==> config.mk <==
export PLATFORM = sky130hd
export DESIGN_NAME = enemy_fire_scheduler
export DESIGN_NICKNAME = d
export VERILOG_FILES = /design/src/rtl/enemy_fire_scheduler.sv
export SDC_FILE = /design/constraint.sdc
export NUM_CORES = 1
export LEC_CHECK = 0
export BUFFER_PORTS_ARGS = -buffer_cell sky130_fd_sc_hd__buf_4
export CORE_ASPECT_RATIO = 1.2
export CORE_MARGIN = 1
export CORE_UTILIZATION = 49
export CTS_CLUSTER_DIAMETER = 150
export DETAILED_ROUTE_END_ITERATION = 10
export PLACE_DENSITY = 0.83
export SETUP_SLACK_MARGIN = 0.4
export SLEW_MARGIN = 20
export SYNTH_ARGS = -nofsm -noshare
export SYNTH_HDL_FRONTEND = slang
export SYNTH_SLANG_ARGS = --single-unit
export TNS_END_PERCENT = 1
==> constraint.sdc <==
create_clock -name CLOCK_50 -period 3.45 [get_ports CLOCK_50]
set_clock_uncertainty 0.05 [all_clocks]
set_input_delay 0.1725 -clock CLOCK_50 [delete_from_list [all_inputs] [get_ports CLOCK_50]]
set_output_delay 0.1725 -clock CLOCK_50 [all_outputs]
set_load 0.02 [all_outputs]
==> src/rtl/enemy_fire_scheduler.sv <==
// rtl/enemy_fire_scheduler.sv - round-robin enemy shot scheduler with tick cooldown and LFSR jitter
module enemy_fire_scheduler #(
  parameter int COOLDOWN_TICKS = 40,
  parameter int JITTER_BITS    = 3,
  parameter int MAX_ATIVAS     = 3
) (
  input  logic        CLOCK_50,
  input  logic        reset,
  input  logic        tick,
  input  logic        pausa,
  input  logic [4:0]  inimigo_vivo,
  input  logic [4:0]  bola_ativa,
  input  logic        disparo_ack,
  output logic [4:0]  disparo,
  output logic [2:0]  disparo_idx,
  output logic [1:0]  estado,
  output logic [15:0] disparos_total
);

  typedef enum logic [1:0] {
    ST_COOLDOWN = 2'd0,
    ST_SELECT   = 2'd1,
    ST_REQUEST  = 2'd2
  } state_t;

  // Low JITTER_BITS of the LFSR; an all-zero mask when jitter is disabled
  localparam logic [7:0] JITTER_MASK = 8'((1 << JITTER_BITS) - 1);
  localparam logic [7:0] LFSR_SEED   = 8'hA5;

  state_t      r_state;
  logic [7:0]  r_cooldown;
  logic [2:0]  r_rr;
  logic [2:0]  r_tgt;
  logic [15:0] r_total;
  logic [4:0]  r_disparo;
  logic [2:0]  r_idx;
  logic [7:0]  r_lfsr;

  state_t      w_state_nxt;
  logic [7:0]  w_cooldown_nxt;
  logic [2:0]  w_rr_nxt;
  logic [2:0]  w_tgt_nxt;
  logic [15:0] w_total_nxt;
  logic [4:0]  w_disparo_nxt;
  logic [2:0]  w_idx_nxt;
  logic [7:0]  w_lfsr_nxt;
  logic [7:0]  w_reload;
  logic [4:0]  w_cand;
  logic [2:0]  w_busy;
  logic        w_gate;
  logic        w_found;
  logic [2:0]  w_win;
  logic [2:0]  w_pos;

  // Index arithmetic modulo the five enemy slots (input never exceeds 9)
  function automatic logic [2:0] f_wrap5(input logic [3:0] s);
    return (s >= 4'd5) ? 3'(s - 4'd5) : s[2:0];
  endfunction

  // Galois form of x^8+x^6+x^5+x^4+1, shifting towards bit 0
  assign w_lfsr_nxt = r_lfsr[0] ? ({1'b0, r_lfsr[7:1]} ^ 8'hB8) : {1'b0, r_lfsr[7:1]};
  assign w_reload   = 8'(COOLDOWN_TICKS) + (r_lfsr & JITTER_MASK);
  assign w_cand     = inimigo_vivo & ~bola_ativa;
  assign w_gate     = (w_busy < 3'(MAX_ATIVAS));

  // Count bullets in flight for the global gate
  always_comb begin
    w_busy = 3'd0;
    for (int i = 0; i < 5; i++) begin
      w_busy = w_busy + 3'(bola_ativa[i]);
    end
  end

  // Round-robin search from r_rr; scanning backwards lets the nearest candidate win
  always_comb begin
    w_found = 1'b0;
    w_win   = 3'd0;
    w_pos   = 3'd0;
    for (int k = 4; k >= 0; k--) begin
      w_pos = f_wrap5({1'b0, r_rr} + 4'(k));
      if (w_cand[w_pos]) begin
        w_found = 1'b1;
        w_win   = w_pos;
      end
    end
  end

  // Next-state and registered-output decode; pausa freezes everything and blanks the request
  always_comb begin
    w_state_nxt    = r_state;
    w_cooldown_nxt = r_cooldown;
    w_rr_nxt       = r_rr;
    w_tgt_nxt      = r_tgt;
    w_total_nxt    = r_total;
    if (!pausa) begin
      case (r_state)
        ST_COOLDOWN: begin
          if (r_cooldown == 8'd0) begin
            w_state_nxt = ST_SELECT;
          end else if (tick) begin
            w_cooldown_nxt = r_cooldown - 8'd1;
            if (r_cooldown == 8'd1) begin
              w_state_nxt = ST_SELECT;
            end
          end
        end
        ST_SELECT: begin
          if (w_gate && w_found) begin
            w_tgt_nxt   = w_win;
            w_state_nxt = ST_REQUEST;
          end
        end
        ST_REQUEST: begin
          if (disparo_ack) begin
            w_total_nxt    = r_total + 16'd1;
            w_rr_nxt       = f_wrap5({1'b0, r_tgt} + 4'd1);
            w_cooldown_nxt = w_reload;
            w_state_nxt    = ST_COOLDOWN;
          end else if (!inimigo_vivo[r_tgt]) begin
            w_state_nxt = ST_SELECT;
          end
        end
        default: begin
          w_state_nxt = ST_COOLDOWN;
        end
      endcase
    end
    w_disparo_nxt = 5'd0;
    w_idx_nxt     = 3'd0;
    if (!pausa && (w_state_nxt == ST_REQUEST)) begin
      w_disparo_nxt = 5'd1 << w_tgt_nxt;
      w_idx_nxt     = w_tgt_nxt;
    end
  end

  // Scheduler state, counters and the registered request outputs
  always_ff @(posedge CLOCK_50) begin
    if (reset) begin
      r_state    <= ST_COOLDOWN;
      r_cooldown <= 8'(COOLDOWN_TICKS);
      r_rr       <= 3'd0;
      r_tgt      <= 3'd0;
      r_total    <= 16'd0;
      r_disparo  <= 5'd0;
      r_idx      <= 3'd0;
    end else begin
      r_state    <= w_state_nxt;
      r_cooldown <= w_cooldown_nxt;
      r_rr       <= w_rr_nxt;
      r_tgt      <= w_tgt_nxt;
      r_total    <= w_total_nxt;
      r_disparo  <= w_disparo_nxt;
      r_idx      <= w_idx_nxt;
    end
  end

  // Jitter source runs every cycle out of reset, including while paused
  always_ff @(posedge CLOCK_50) begin
    if (reset) begin
      r_lfsr <= LFSR_SEED;
    end else begin
      r_lfsr <= w_lfsr_nxt;
    end
  end

  // Largest reload value must fit the 8-bit cooldown counter
  always_ff @(posedge CLOCK_50) begin
    assert (COOLDOWN_TICKS + (1 << JITTER_BITS) - 1 <= 255)
      else $error("cooldown reload does not fit 8 bits");
  end

  assign disparo        = r_disparo;
  assign disparo_idx    = r_idx;
  assign estado         = r_state;
  assign disparos_total = r_total;

endmodule

### Word-level counts from Yosys, hierarchy flattened

Cells that the tools add are included.

| word-level totals | value |
|---|---|
| register bits | 48 |
| bits in latches | 0 |
| bits in writable memories | 0 |
| memory bits (read-only) | 0 |
| input bits | 15 |
| word-level logic and storage cells | 105 |
| memories kept | 0 |

| operators by class | value |
|---|---|
| add/sub/neg operators | 18 |
| multipliers | 0 |
| div/mod/pow operators | 0 |
| order comparisons | 13 |
| equal/unequal tests | 7 |
| shift-type cells | 1 |
| mux-type cells | 44 |
| bitwise operators | 5 |
| reductions and logical operators | 9 |

Operators with widths:

| operator | number |
|---|---|
| $mux W3 | 14 |
| $mux W8 | 4 |
| $lt A3 B4 Y1 const B | 6 |
| $ge A4 B3 Y1 const B | 5 |
| $bmux W1 S3 | 6 |
| $sub A3 B3 Y3 const B | 6 |
| $add A16 B1 Y16 const B | 1 |
| $pmux W8 S2 | 1 |
| $mux W2 | 7 |
| $mux W1 | 11 |
| $add A3 B1 Y4 const B | 2 |
| $add A3 B2 Y4 const B | 2 |
| $eq A8 B1 Y1 const B | 1 |
| $logic_not A8 Y1 | 1 |
| $sub A8 B1 Y8 const B | 1 |
| $add A6 B3 Y7 const A | 1 |
| $add A3 B1 Y3 | 2 |
| $ne A2 B2 Y1 const B | 3 |
| $pmux W2 S3 | 1 |
| $and A5 B5 Y5 | 1 |
| $not A5 Y5 | 1 |
| $reduce_and A5 Y1 | 1 |
| $shl A1 B3 Y5 const A | 1 |
| $add A3 B3 Y4 const B | 1 |
| 14 further kinds | 17 |

### Longest topological paths before layout

| depth | value |
|---|---|
| depth in word-level cells | 18 |
| mapped depth | 14 |
| gate-level depth less buffers | 13 |

### Least setup slack after synthesis

Ideal clock, no wire load.

| timing | value |
|---|---|
| kind | register -> register |
| start | register r_rr[1] |
| end | register r_disparo[1] (netlist: disparo[1]) |
| library setup time | 0.142 ns |
| arrival time | 3.231 ns |
| data required time | 3.258 ns |
| path slack | 0.027 ns |
| cell stages (with the launch flop) | 13 |
| clock period less this slack | 3.423 ns |
| cells stage by stage | dfxtp_1 clkbuf_1 inv_1 ha_1 ha_1 a21oi_2 nor3_1 a311o_1 o21ai_2 mux2i_1 o22ai_1 a311oi_1 nor3_1 |

| between the ends | value |
|---|---|
| word-level cells in the longest chain between the ends | 18 |
| elaborated cells on any way between the ends | 51 |

RTL lines:

| item | line | text |
|---|---|---|
| start, declared | 32 | `logic [2:0] r_rr;` |
| start signal, assigned | 149 | `r_rr <= w_rr_nxt;` |
| $add A3 B3 Y4 | 80 | `w_pos = f_wrap5({1'b0, r_rr} + 4'(k));` |
| $ge A4 B3 Y1 / $sub A3 B3 Y3 (equally long branches) | 57 | `return (s >= 4'd5) ? 3'(s - 4'd5) : s[2:0];` |
| $mux W3 | 57 |  |
| $bmux W1 S3 | 81 | `if (w_cand[w_pos]) begin` |
| $mux W1 (not written as such) | 81 |  |
| $mux W1 (5 in series) | 81 |  |
| $logic_and A1 B1 Y1 | 108 | `if (w_gate && w_found) begin` |
| $mux W2 | 108 |  |
| $pmux W2 S3 | 96 | `case (r_state)` |
| $mux W2 | 95 | `if (!pausa) begin` |
| $eq A2 B2 Y1 | 130 | `if (!pausa && (w_state_nxt == ST_REQUEST)) begin` |
| $logic_and A1 B1 Y1 | 130 |  |
| $not A1 Y1 (no source line) | -- |  |
| $reduce_or A2 Y1 (no source line) | -- |  |
| end signal, assigned | 152 | `r_disparo <= w_disparo_nxt;` |
| end, declared | 35 | `logic [4:0] r_disparo;` |

Parallel ways exist; a longest one is shown, timed or not. The select of a mux whose other input is x is not followed.
A chain may end at the register's enable or synchronous reset.

### Worst setup path in the final report

| timing | value |
|---|---|
| start | register r_rr[1] |
| end | register r_disparo[4] (netlist: disparo[4]) |

Same word-level chain as after synthesis.

==> metrics.cfg <==
[status]
outcome=completed

[logic_synthesis]
synthCells=402
synth_area_leaders=dfxtp_1 29%, ha_1 5.6%, nor2_1 4.7%, xnor2_1 4.2%, mux2i_1 3.9%
avgSynthCellArea_sq_um=8.33
synth_top_family_by_area=simple AND/OR/NAND/NOR gates
synth-warning-count=0
synth.most_common_cell=dfxtp_1
synth_nets=435
synth_top_area_frac=0.287
synth-edff-count=0
synth_top_area_cell=dfxtp_1
synthArstFlopShare=0
synth_fa_ha_area_frac=0.0740
yosysSeqAreaShare=0.287
synth-main-ff-cell=dfxtp_1
muxShareOfSynthArea=0.0691
synthXorXnorAreaFrac=0.0759
synth_compound_area_frac=0.173
synth_commonest_cells=48 x dfxtp_1, 42 x nor2_1, 27 x nand2_1, 20 x nor3_1, 19 x inv_1
synth_cell_types=65
synth_simple_gate_area_frac=0.273
syn_area_sq_mm=0.00335
ys_ff_latch=48

[grt]
grt_pass1_vias=3174
antenna_found_initial=0
grt_pass1_wl_mm=14.3
overflow=0
grt_max_degree=43
track_usage=0.249

[timing]
max_freq_ghz=0.323
worst_slack_ns=0.354
setup_tns_ns=0
finalSetupViolCount=0
slew_headroom=0.484
tightest_slew_ns=0.768
slew_viol_final=0
period_share=0.897
finalCriticalPeriod_ns=3.10
rsz0062_at_grt=yes
finalHoldViolCount=0

[die]
rows=32
pin_count=41
dieWidth_um=77.5
core_sq_mm=0.00653
fp.dieArea_sq_mm=0.00717
start_util=0.513
die_y_um=92.6

[layout]
area_growth_pct=20.7
final_util=0.619
fillers=545
diodes=0
fin_area_sq_mm=0.00404
layout-drive-gt1-share=0.240
fin_nets=486

[clock_tree]
cts_tree=yes
cts_max_path_buffers=2
cts.sink_count=48
h-tree-depth=2
cts-root-buf=clkbuf_8
clkTransAtPathRegs_ns=0.09
clock_latency_ns=0.30
numCtsBuffers=5

[route]
antenna_left=0
viasPerCell=5.81
via_count=3133
routedWlPerCell_um=15.7
routed_wl_mm=8.47
drt_pass1_iterations=6
route.detailed.drc=0
drt_iter0_markers=186

[place]
gp_congestion=0.992
placed_area_sq_mm=0.00381
portBuffers=40
dpl_worst_slack_ns=0.130
dp_hpwl_mm=6.44

[power_and_ir_drop]
power_leakage_nw=1.59
finalPower_mw=1.14
peakVddDrop_uv=262
power_density_mw_per_mm2=283

[worst_setup_path]
cp_max_fo=6
end_kind=flip-flop
r2r-start=r_rr[1]
cp.required_ns=3.61
reg2regPathDepth=10
timing.rr.end=disparo[4]
crit_arrival_ns=3.25
ff2ff_setup_slack_ns=0.35
worstSetupPathType=reg -> reg
worstSetupStartpointType=flip-flop

[min_path]
worstHoldEndpoint=disparo_idx[2]
hold-path-cell-count=2
hold_start=pausa
min_path_type=in -> reg

[job]
max_cap_violations=0

registers in the layout (all words and copies together), names as in the netlist:
| signal | cells |
|---|---|
| disparo | 5 |
| disparo_idx | 3 |
| disparos_total | 16 |
| estado | 2 |
| r_cooldown | 8 |
| r_lfsr | 8 |
| r_rr | 3 |
| r_tgt | 3 |
through the flow:
step,hold WS [ns],instances
floorplan,0.339,402
global placement,0.348,522
detailed placement,0.356,522
CTS,0.0884,539
global route,0.108,539
finish,0.106,539
cells in the final DEF (no fill, tap or decap), drive strengths merged, types with 3 or more instances in the layout:
master,synthesis,layout
dfxtp,48,48
and3,4,4
nand2,29,29
a22oi,3,3
a21oi,17,17
xnor2,16,16
nand3,13,13
or2,7,7
mux2i,13,13
nor2,42,42
fa,3,3
nor3b,3,3
clkbuf,12,6
nor3,21,21
inv,20,19
a21o,3,3
mux4,3,3
o21a,5,5
ha,15,15
o22ai,6,6
a2111oi,3,3
o21ai,14,14
and2,4,4
a311o,3,3
xor2,13,13
o211ai,3,3
nand2b,15,15
a211oi,6,6
mux2,3,3
nor2b,14,14
buf,6,62
kinds of logic after synthesis:
kind of cell,Yosys count
compound gates,81
buf+inv,38
simple gates,169
mux,19
xor+xnor,29
flops,48
fa+ha+maj,18
worst max path at each step:
| stage | start | endpoint | depth (start not counted) |
|---|---|---|---|
| floorplan | r_rr[0] | disparo[1] | 11 |
| global placement | r_rr[0] | disparo_idx[2] | 10 |
| detailed placement | r_rr[1] | disparo[4] | 10 |
| CTS | r_rr[1] | disparo[4] | 10 |
| global route | r_rr[1] | disparo[4] | 10 |
| finish | r_rr[1] | disparo[4] | 10 |
routing by layer:
metal / share of wire / wire (um) / vias to the layer above / global-route usage
met5: 0 / 0 / - / 0
met4: 0.034 / 291 / 0 / 0.135
met3: 0.064 / 542 / 24 / 0.0365
met2: 0.50 / 4240 / 116 / 0.448
met1: 0.40 / 3390 / 1474 / 0.281
li1: - / - / 1519 / -
report_power, final:
group          leakage [nW]  switching, mW  internal, mW  total [mW]
Combinational          1.14         0.0713        0.0605       0.132
Sequential            0.391        0.00947         0.566       0.576
Clock                0.0614          0.198         0.237       0.435
worst max-delay path: stages (launching register included):
cell	delay (ns)
dfxtp_4	0.40
clkinvlp_4	0.14
ha_2	0.23
a221o_2	0.41
mux4_2	0.50
a21oi_4	0.16
nor4b_4	0.30
nand4_2	0.22
nand2_2	0.13
nand2_2	0.10
a2111oi_4	0.36
what timing repair did:
item | 4_1_cts | 5_1_grt
cloned | 0 | 0
setup buffers | 9 | 0
hold buffers | 0 | 0
endpoints found under the setup margin | 13 | 12
pin swaps | 5 | 4
gates resized for setup | 6 | 6
area by class of cell:
class | count | area (sq um) | area share
clock buffers | 6 | 82.6 | 0.0204
clock inverters | 2 | 38.8 | 0.00960
inverters | 20 | 78.8 | 0.0195
multi-input cells | 316 | 2300 | 0.570
flip-flops and latches | 48 | 965 | 0.239
well taps | 85 | 106 | 0.0263
repair buffers | 62 | 465 | 0.115
Power figures use the tool's default switching activity.
